==> src/rtl/pwm_ctrl_multi_if.sv <==
// Host register bus for pwm_ctrl_multi: a write channel with a one-cycle response,
// and a read channel whose address is sampled every cycle.
interface pwm_ctrl_multi_if #(
   parameter int ADDR_WIDTH = 4,
   parameter int DATA_WIDTH = 32
);
   logic                  writeValid;
   logic [ADDR_WIDTH-1:0] writeAddress;
   logic [DATA_WIDTH-1:0] writeData;
   logic                  writeResponse;
   logic                  writeError;
   logic [ADDR_WIDTH-1:0] readAddress;
   logic [DATA_WIDTH-1:0] readData;

   modport master (
      output writeValid,
      output writeAddress,
      output writeData,
      output readAddress,
      input  writeResponse,
      input  writeError,
      input  readData
   );

   modport slave (
      input  writeValid,
      input  writeAddress,
      input  writeData,
      input  readAddress,
      output writeResponse,
      output writeError,
      output readData
   );
endinterface

==> src/rtl/pwm_ctrl_multi.sv <==
// Register-mapped multi-channel PWM controller. Each channel has shadow PERIOD/DUTY
// registers that only reach the counter at a period boundary, so outputs never glitch.
module pwm_ctrl_multi #(
   parameter int NUM_CH     = 4,
   parameter int DATA_WIDTH = 32,
   parameter int ADDR_WIDTH = 4,
   parameter int CNT_WIDTH  = 16
) (
   input  logic                 clk,
   input  logic                 rstn,
   pwm_ctrl_multi_if.slave      bus,
   output logic [NUM_CH-1:0]    pwm
);

   localparam logic [CNT_WIDTH-1:0] C_ONE = CNT_WIDTH'(1);

   logic [NUM_CH-1:0]     r_ctrl;
   logic [NUM_CH-1:0]     r_pending;
   logic [NUM_CH-1:0]     r_pwm;
   logic [CNT_WIDTH-1:0]  r_period     [NUM_CH];
   logic [CNT_WIDTH-1:0]  r_duty       [NUM_CH];
   logic [CNT_WIDTH-1:0]  r_period_act [NUM_CH];
   logic [CNT_WIDTH-1:0]  r_duty_act   [NUM_CH];
   logic [CNT_WIDTH-1:0]  r_cnt        [NUM_CH];
   logic                  r_wr_resp;
   logic                  r_wr_err;
   logic [DATA_WIDTH-1:0] r_rd_data;

   logic                  w_sel_ctrl;
   logic                  w_sel_upd;
   logic [NUM_CH-1:0]     w_sel_period;
   logic [NUM_CH-1:0]     w_sel_duty;
   logic                  w_addr_hit;
   logic [NUM_CH-1:0]     w_run;
   logic [NUM_CH-1:0]     w_wrap;
   logic [NUM_CH-1:0]     w_load;
   logic [NUM_CH-1:0]     w_upd_set;
   logic [CNT_WIDTH-1:0]  w_wr_cnt;
   logic [DATA_WIDTH-1:0] w_rd_mux;
   logic                  w_unused_wdata;

   assign w_wr_cnt       = bus.writeData[CNT_WIDTH-1:0];
   assign w_unused_wdata = ^bus.writeData;

   always_comb begin
      w_sel_ctrl   = (bus.writeAddress == ADDR_WIDTH'(0));
      w_sel_upd    = (bus.writeAddress == ADDR_WIDTH'(1));
      w_sel_period = '0;
      w_sel_duty   = '0;
      for (int i = 0; i < NUM_CH; i++) begin
         w_sel_period[i] = (bus.writeAddress == ADDR_WIDTH'(2 + 2*i));
         w_sel_duty[i]   = (bus.writeAddress == ADDR_WIDTH'(3 + 2*i));
      end
      w_addr_hit = w_sel_ctrl | w_sel_upd | (|w_sel_period) | (|w_sel_duty);
      w_upd_set  = (bus.writeValid && w_sel_upd) ? bus.writeData[NUM_CH-1:0] : '0;
   end

   always_comb begin
      w_rd_mux = '0;
      if (bus.readAddress == ADDR_WIDTH'(0)) begin
         w_rd_mux[NUM_CH-1:0] = r_ctrl;
      end else if (bus.readAddress == ADDR_WIDTH'(1)) begin
         w_rd_mux[NUM_CH-1:0] = r_pending;
      end
      for (int i = 0; i < NUM_CH; i++) begin
         if (bus.readAddress == ADDR_WIDTH'(2 + 2*i)) begin
            w_rd_mux[CNT_WIDTH-1:0] = r_period[i];
         end
         if (bus.readAddress == ADDR_WIDTH'(3 + 2*i)) begin
            w_rd_mux[CNT_WIDTH-1:0] = r_duty[i];
         end
      end
   end

   // A channel that is not running (disabled or zero period) can take its shadow
   // values immediately; a running one waits for its wrap edge.
   always_comb begin
      w_run  = '0;
      w_wrap = '0;
      w_load = '0;
      for (int i = 0; i < NUM_CH; i++) begin
         w_run[i]  = r_ctrl[i] && (r_period_act[i] != '0);
         w_wrap[i] = w_run[i] && (r_cnt[i] == (r_period_act[i] - C_ONE));
         w_load[i] = r_pending[i] && (!w_run[i] || w_wrap[i]);
      end
   end

   always_ff @(posedge clk) begin
      if (!rstn) begin
         r_ctrl    <= '0;
         r_pending <= '0;
         r_pwm     <= '0;
         r_wr_resp <= 1'b0;
         r_wr_err  <= 1'b0;
         r_rd_data <= '0;
         for (int i = 0; i < NUM_CH; i++) begin
            r_period[i]     <= '0;
            r_duty[i]       <= '0;
            r_period_act[i] <= '0;
            r_duty_act[i]   <= '0;
            r_cnt[i]        <= '0;
         end
      end else begin
         r_wr_resp <= bus.writeValid;
         r_wr_err  <= bus.writeValid && !w_addr_hit;
         r_rd_data <= w_rd_mux;

         if (bus.writeValid && w_sel_ctrl) begin
            r_ctrl <= bus.writeData[NUM_CH-1:0];
         end

         // Set after clear so an UPDATE landing on a load edge keeps the channel pending.
         r_pending <= (r_pending & ~w_load) | w_upd_set;

         for (int i = 0; i < NUM_CH; i++) begin
            if (bus.writeValid && w_sel_period[i]) begin
               r_period[i] <= w_wr_cnt;
            end
            if (bus.writeValid && w_sel_duty[i]) begin
               r_duty[i] <= w_wr_cnt;
            end

            if (w_run[i]) begin
               r_pwm[i] <= (r_cnt[i] < r_duty_act[i]);
               r_cnt[i] <= w_wrap[i] ? '0 : (r_cnt[i] + C_ONE);
            end else begin
               r_pwm[i] <= 1'b0;
               r_cnt[i] <= '0;
            end

            if (w_load[i]) begin
               r_period_act[i] <= r_period[i];
               r_duty_act[i]   <= r_duty[i];
               r_cnt[i]        <= '0;
            end
         end
      end
   end

   assign bus.writeResponse = r_wr_resp;
   assign bus.writeError    = r_wr_err;
   assign bus.readData      = r_rd_data;
   assign pwm               = r_pwm;

endmodule

==> src/flat_wrapper.sv <==
// flat-port wrapper written by rule: the top's interface ports become plain ports
module pwm_ctrl_multi_flat 
#(
   parameter int NUM_CH     = 4,
   parameter int DATA_WIDTH = 32,
   parameter int ADDR_WIDTH = 4,
   parameter int CNT_WIDTH  = 16
)
  (clk, rstn, pwm, bus_writeValid, bus_writeAddress, bus_writeData, bus_readAddress, bus_writeResponse, bus_writeError, bus_readData);
  pwm_ctrl_multi_if #(.ADDR_WIDTH(ADDR_WIDTH), .DATA_WIDTH(DATA_WIDTH)) bus_i ();
  input  logic clk;
  input  logic rstn;
  output logic [NUM_CH-1:0] pwm;
  input wire logic [$bits(bus_i.writeValid)-1:0] bus_writeValid;
  input wire logic [$bits(bus_i.writeAddress)-1:0] bus_writeAddress;
  input wire logic [$bits(bus_i.writeData)-1:0] bus_writeData;
  input wire logic [$bits(bus_i.readAddress)-1:0] bus_readAddress;
  output wire logic [$bits(bus_i.writeResponse)-1:0] bus_writeResponse;
  output wire logic [$bits(bus_i.writeError)-1:0] bus_writeError;
  output wire logic [$bits(bus_i.readData)-1:0] bus_readData;
  assign bus_i.writeValid = bus_writeValid;
  assign bus_i.writeAddress = bus_writeAddress;
  assign bus_i.writeData = bus_writeData;
  assign bus_i.readAddress = bus_readAddress;
  assign bus_writeResponse = bus_i.writeResponse;
  assign bus_writeError = bus_i.writeError;
  assign bus_readData = bus_i.readData;
  pwm_ctrl_multi #(.NUM_CH(NUM_CH), .DATA_WIDTH(DATA_WIDTH), .ADDR_WIDTH(ADDR_WIDTH), .CNT_WIDTH(CNT_WIDTH)) u_core (.clk(clk), .rstn(rstn), .bus(bus_i), .pwm(pwm));
endmodule
==> config.mk <==
export PLATFORM = sky130hd
export DESIGN_NAME = pwm_ctrl_multi_flat
export DESIGN_NICKNAME = d
export VERILOG_FILES = /design/src/rtl/pwm_ctrl_multi_if.sv /design/src/rtl/pwm_ctrl_multi.sv /design/src/flat_wrapper.sv
export SDC_FILE = /design/constraint.sdc
export NUM_CORES = 1
export LEC_CHECK = 0
export CAP_MARGIN = 20
export CORE_MARGIN = 2
export CORE_UTILIZATION = 30
export CTS_CLUSTER_SIZE = 16
export DETAILED_ROUTE_END_ITERATION = 8
export PLACE_DENSITY = 0.5
export SETUP_SLACK_MARGIN = 0.5
export SLEW_MARGIN = 20
export SYNTH_ARGS = -nofsm -noshare
export SYNTH_HDL_FRONTEND = slang
export SYNTH_SLANG_ARGS = --single-unit
==> constraint.sdc <==
create_clock -name clk -period 5.9 [get_ports clk]
set_input_delay 0.885 -clock clk [delete_from_list [all_inputs] [get_ports clk]]
set_output_delay 0.885 -clock clk [all_outputs]
set_load 0.05 [all_outputs]
# Word level (Yosys, flattened, before mapping)
# Memory sizes are Yosys's and may differ from the RTL's.
# Cells that the tools add are included.
[word_totals] ram_bits=320 wordCells=231 ff_bits=46 out_inout_bits=38 inputBits=43 memories=5
[memory_table] name="u_core.r_cnt" depth=4 width=16 rd=4 rd_ports_with_merged_regs=0 wr=4 line="pwm_ctrl_multi.sv:24" rtl="logic [CNT_WIDTH-1:0] r_cnt [NUM_CH];"
[memory_table] name="u_core.r_duty" depth=4 width=16 rd=4 rd_ports_with_merged_regs=0 wr=4 line="pwm_ctrl_multi.sv:21" rtl="logic [CNT_WIDTH-1:0] r_duty [NUM_CH];"
[memory_table] name="u_core.r_duty_act" depth=4 width=16 rd=4 rd_ports_with_merged_regs=0 wr=4 line="pwm_ctrl_multi.sv:23" rtl="logic [CNT_WIDTH-1:0] r_duty_act [NUM_CH];"
[memory_table] name="u_core.r_period" depth=4 width=16 rd=4 rd_ports_with_merged_regs=0 wr=4 line="pwm_ctrl_multi.sv:20" rtl="logic [CNT_WIDTH-1:0] r_period [NUM_CH];"
[memory_table] name="u_core.r_period_act" depth=4 width=16 rd=4 rd_ports_with_merged_regs=0 wr=4 line="pwm_ctrl_multi.sv:22" rtl="logic [CNT_WIDTH-1:0] r_period_act [NUM_CH];"
[op_classes] n_lt_le_gt_ge=4 addsub=8 n_eq_ne=22 bitwise_logic=34 reduce_logical=44 n_mux=104
[op_table] operator="2-to-1 mux 16 bit" count=40
[op_table] operator="adder 16 x 1 -> 16 bit, second input constant" count=4
[op_table] operator="== test 16 bit" count=4
[op_table] operator="less-than comparator 16 bit" count=4
[op_table] operator="nonzero test 16 bit" count=4
[op_table] operator="subtractor 16 x 1 -> 16 bit, second input constant" count=4
[op_table] operator="2-to-1 mux 1 bit" count=61
[op_table] operator="== test 4 x 3 -> 1 bit, second input constant" count=8
[op_table] operator="OR 1 bit" count=31
[op_table] operator="logical AND 1 bit" count=23
[op_table] operator="== test 4 x 2 -> 1 bit, second input constant" count=4
[op_table] operator="== test 4 bit, second input constant" count=4
[op_table] operator="2-to-1 mux 4 bit" count=3
[op_table] operator="== test 4 x 1 -> 1 bit, second input constant" count=2
[op_table] operator="zero test 4 bit" count=2
[op_table] operator="AND reduction 2 bit" count=4
[op_table] operator="OR reduction 4 bit" count=2
[op_table] operator="zero test 1 bit" count=5
[op_table] operator="AND 4 bit" count=1
[op_table] operator="logical OR 1 bit" count=4
[op_table] operator="NOT 4 bit" count=1
[op_table] operator="OR 4 bit" count=1

# Depth between registers and ports, before layout
[depth] ltp_word=11 depth_mapped=12 ltp_nobuf=9

# Worst setup path after synthesis
# Ideal clock, no wire load.
[synth_timing] path_kind="flip-flop to flip-flop" startpoint="memory u_core.r_period_act[0][7]" endpoint="memory u_core.r_duty_act[0][0], enable pin" n_path_buf=3 stages_incl_launch_ff=10 t_required_ns=5.430 setup_slack_ns=0.189 setup_time_ns=0.470 period_less_slack_ns=5.711 arrival_ns=5.241 path_cell_list="edfxtp_1 -> buf_6 -> or4_4 -> or4_4 -> or2_1 -> o311a_1 -> or4_4 -> buf_6 -> buf_6 -> o31ai_1"
[synth_lines] item="from (decl)" line="pwm_ctrl_multi.sv:22"
[synth_lines] item="to (decl)" line="pwm_ctrl_multi.sv:23"

==> flow_summary.json <==
{
  "status": "finished clean",
  "synth_most_common_cell": "sky130_fd_sc_hd__edfxtp_1",
  "sequential_share_of_the_synthesized_area_pct": 52.05,
  "worstPathCellList": "or4_1 > or2_1 > o311a_1 > o31a_1 > a2111oi_0 > a21o_1 > a21boi_2 > buf_4",
  "setup_viol": 0,
  "cp_slowest_stage_delay_ns": 0.75,
  "vias": 14370,
  "floorplan.rows": 93,
  "top_level_ports": 81,
  "post_drt_via_cell_ratio": 5.059,
  "grt_antenna_before_repair": 3,
  "cp_slowest_cell": "sky130_fd_sc_hd__a2111oi_0",
  "overflow": 0,
  "core_region_area_sq_um": 64580,
  "most_used_dff_post_synth": "sky130_fd_sc_hd__edfxtp_1",
  "rsz0062_at_grt": "no",
  "gr_met2_demand_resource_pct": 26.31,
  "grt_pass1_vias": 13560,
  "use_met3_pct": 1.998,
  "holdCritPathClass": "flip-flop to flip-flop",
  "die_y_um": 259.7,
  "ys_top_cells_by_count": "320 x sky130_fd_sc_hd__edfxtp_1, 136 x sky130_fd_sc_hd__nand3_1, 129 x sky130_fd_sc_hd__and2_1, 125 x sky130_fd_sc_hd__nor2_1, 93 x sky130_fd_sc_hd__nand2_1",
  "max_cap_viol_count": 0,
  "synth.ff_latch_count": 350,
  "finalWirelength_um": 55650,
  "syn-cell-area_sq_um": 19620,
  "drt-initial-drc-count": 1361,
  "top_usage_layer": "met2",
  "total_count_of_max_transition_violations_in_the_final_report": 0,
  "path_clk_slew_ns": 0.06,
  "grt_max_degree": 68,
  "top_cells_by_area_in_the_synthesized_netlist": "sky130_fd_sc_hd__edfxtp_1 49%, sky130_fd_sc_hd__ha_1 4.3%, sky130_fd_sc_hd__and2_1 4.1%, sky130_fd_sc_hd__nand3_1 3.5%, sky130_fd_sc_hd__xnor2_1 3.2%",
  "fin_setup_tns_ns": 0,
  "grt_use_total_pct": 16.32,
  "initial_utilization_pct": 30.37,
  "post-cts-setup-buffers": 0,
  "global_route_wire_length_before_repair_um": 84040,
  "pwr_density_cell_nw_per_um2": 266.7,
  "power.ir.vdd_worst_v": 0.0001859,
  "report.final.hold_viol_count": 0,
  "route.detailed.drc": 0,
  "tritoncts": "built",
  "dieWidth_um": 259.7,
  "holdBufCountCts": 0,
  "drt_pass1_iterations": 8,
  "netlist-cell-type-count": 76,
  "post-dp-hpwl_um": 40520,
  "clk_latency_ns": 0.58,
  "worst-endpoint-required_ns": 6.12,
  "period_share_pct": 76.29,
  "worstPathArrival_ns": 4.72,
  "fin_total_pwr_mw": 6.003,
  "finalClockSkew_ns": 0.01866,
  "globalplace.congestion": 0.8857,
  "setup.worst_path.start_class": "flip-flop",
  "floorplan.die_area_sq_um": 67450,
  "cts_max_level": 2,
  "n_fill_cell": 6464,
  "worst_pin_slew_ns": 1.172,
  "wl_per_cell_um": 19.59,
  "combined_area_of_the_multi_input_logic_cells_sq_um": 8886,
  "setup.worst_path.class": "flip-flop to flip-flop",
  "fmaxAchievable_mhz": 222.2,
  "grt.met1_usage_pct": 22.98,
  "async_reset_ff_share_pct": 0,
  "total_leakage_power_nw": 8.018,
  "post_cts.resized_instances": 0,
  "maxSlewHeadroom_pct": 21.12,
  "synthToLayoutAreaGrowth_pct": 14.76,
  "synthDominantAreaCellType": "sky130_fd_sc_hd__edfxtp_1",
  "syn_inst": 1880,
  "cts_root_buf": "sky130_fd_sc_hd__clkbuf_16",
  "layout-drive-gt1-share_pct": 6.401,
  "critical_path.endpoint_type": "flip-flop",
  "numClockSinks": 350,
  "crit_path_time_final_ns": 4.501,
  "synth_top_area_share_pct": 48.99,
  "avgSynthCellArea_sq_um": 10.43,
  "area.sequential_sq_um": 10210,
  "numPortBuffers": 48,
  "crit_fanout": 32,
  "cts_made_buffers": 41,
  "synth-edff-count": 320,
  "yosysWarnings": 0,
  "clock_tree.buffer_depth": 3,
  "drt.antenna.violating_nets": 0,
  "num-nets-final": 2063
}
## area by class of cell
type	count	area share, %
sequential	350	45.36
multi-input combinational	1395	39.47
clock buffer	59	5.175
tap	855	4.752
timing repair buffer	73	2.957
inverter	91	1.517
clock inverter	16	0.7448
antenna	2	0.02223
## report_power, final
| group | leakage, nW | switching [mW] | internal [mW] |
|---|---|---|---|
| clock network | 0.651 | 1.06 | 1.51 |
| logic | 3.94 | 0.302 | 0.167 |
| registers | 3.43 | 0.142 | 2.83 |
| total | 8.02 | 1.50 | 4.50 |
## through the flow
step | setup WS (ns) | area, sq um | hold slack, ns | cells | util [%]
2_1_floorplan | 0.6317 | 19910 | 0.4341 | 1958 | -
3_3_place_gp | 1.476 | 21160 | 0.5542 | 2764 | 32.77
3_5_place_dp | 1.440 | 21160 | 0.5587 | 2764 | 32.77
4_1_cts | 1.435 | 22500 | 0.5720 | 2839 | 34.83
5_1_grt | 1.120 | 22510 | 0.5830 | 2839 | 34.85
6_report | 1.399 | 22510 | 0.5659 | 2841 | 34.86
## state kept, by name (all words and copies together) (netlist names)
name,count
u_core.r_cnt,64
u_core.r_duty,64
u_core.r_duty_act,64
u_core.r_period,64
u_core.r_period_act,64
u_core.bus.readData,16
u_core.pwm,4
u_core.r_ctrl,4
u_core.r_pending,4
u_core.bus.writeError,1
u_core.bus.writeResponse,1
## placed cells by master (no fill, tap or decap), types with 29 or more instances in the layout
cell                              count
sky130_fd_sc_hd__edfxtp_1           320
sky130_fd_sc_hd__nand3_1            136
sky130_fd_sc_hd__and2_1             129
sky130_fd_sc_hd__nor2_1             125
sky130_fd_sc_hd__nand2_1             93
sky130_fd_sc_hd__inv_1               91
sky130_fd_sc_hd__conb_1              80
sky130_fd_sc_hd__xnor2_1             72
sky130_fd_sc_hd__ha_1                68
sky130_fd_sc_hd__o21ai_0             67
sky130_fd_sc_hd__nor3_1              60
sky130_fd_sc_hd__xor2_1              55
sky130_fd_sc_hd__and3_1              50
sky130_fd_sc_hd__clkdlybuf4s50_1     47
sky130_fd_sc_hd__or3_1               45
sky130_fd_sc_hd__a21oi_1             44
sky130_fd_sc_hd__nor3b_1             43
sky130_fd_sc_hd__clkbuf_16           42
sky130_fd_sc_hd__o21ai_1             34
sky130_fd_sc_hd__dfxtp_1             29
## critical path: cells and delay by family, from the launching register on
family / cells / cell delay, ns
AND/OR/NAND/NOR: 2 / 1.01
AO/OA/AOI/OAI: 5 / 2.23
buffers and inverters: 1 / 0.39
flip-flops: 1 / 0.49
## worst paths after layout
path	from	end	slack [ns]	cells past startpoint
worst min register to register	u_core.r_duty[0][54]	u_core.bus.readData[6]	0.57	2
worst min-delay path	u_core.r_duty[0][54]	u_core.bus.readData[6]	0.57	2
worst max-delay path	u_core.r_period_act[1][4]	u_core.r_duty_act[1][10]	1.40	8
worst max register to register	u_core.r_period_act[1][4]	u_core.r_duty_act[1][10]	1.40	8
## routing by layer
metal  part of all wire (%)  wire length [um]  vias up
li1                       -                 -     6954
met1                     47             26060     6981
met2                     47             25890      366
met3                    4.5              2483       71
met4                    2.2              1200        2
met5                  0.025                14        -
## kinds of logic (layout without fill, tap and decap cells)
group | Yosys count | after routing | share of synthesized area, %
DFF | 350 | 350 | 52.05
buffers and inverters | 213 | 239 | 4.605
AOI/OAI and AO/OA | 299 | 299 | 10.33
xor gates and xnor gates | 127 | 127 | 5.670
adders and majority gates | 68 | 68 | 4.337
other | 2 | 82 | 0.03828
muxes | 11 | 11 | 0.5677
and+or+nand+nor | 810 | 810 | 22.40
(Power assumes the default switching activity.)
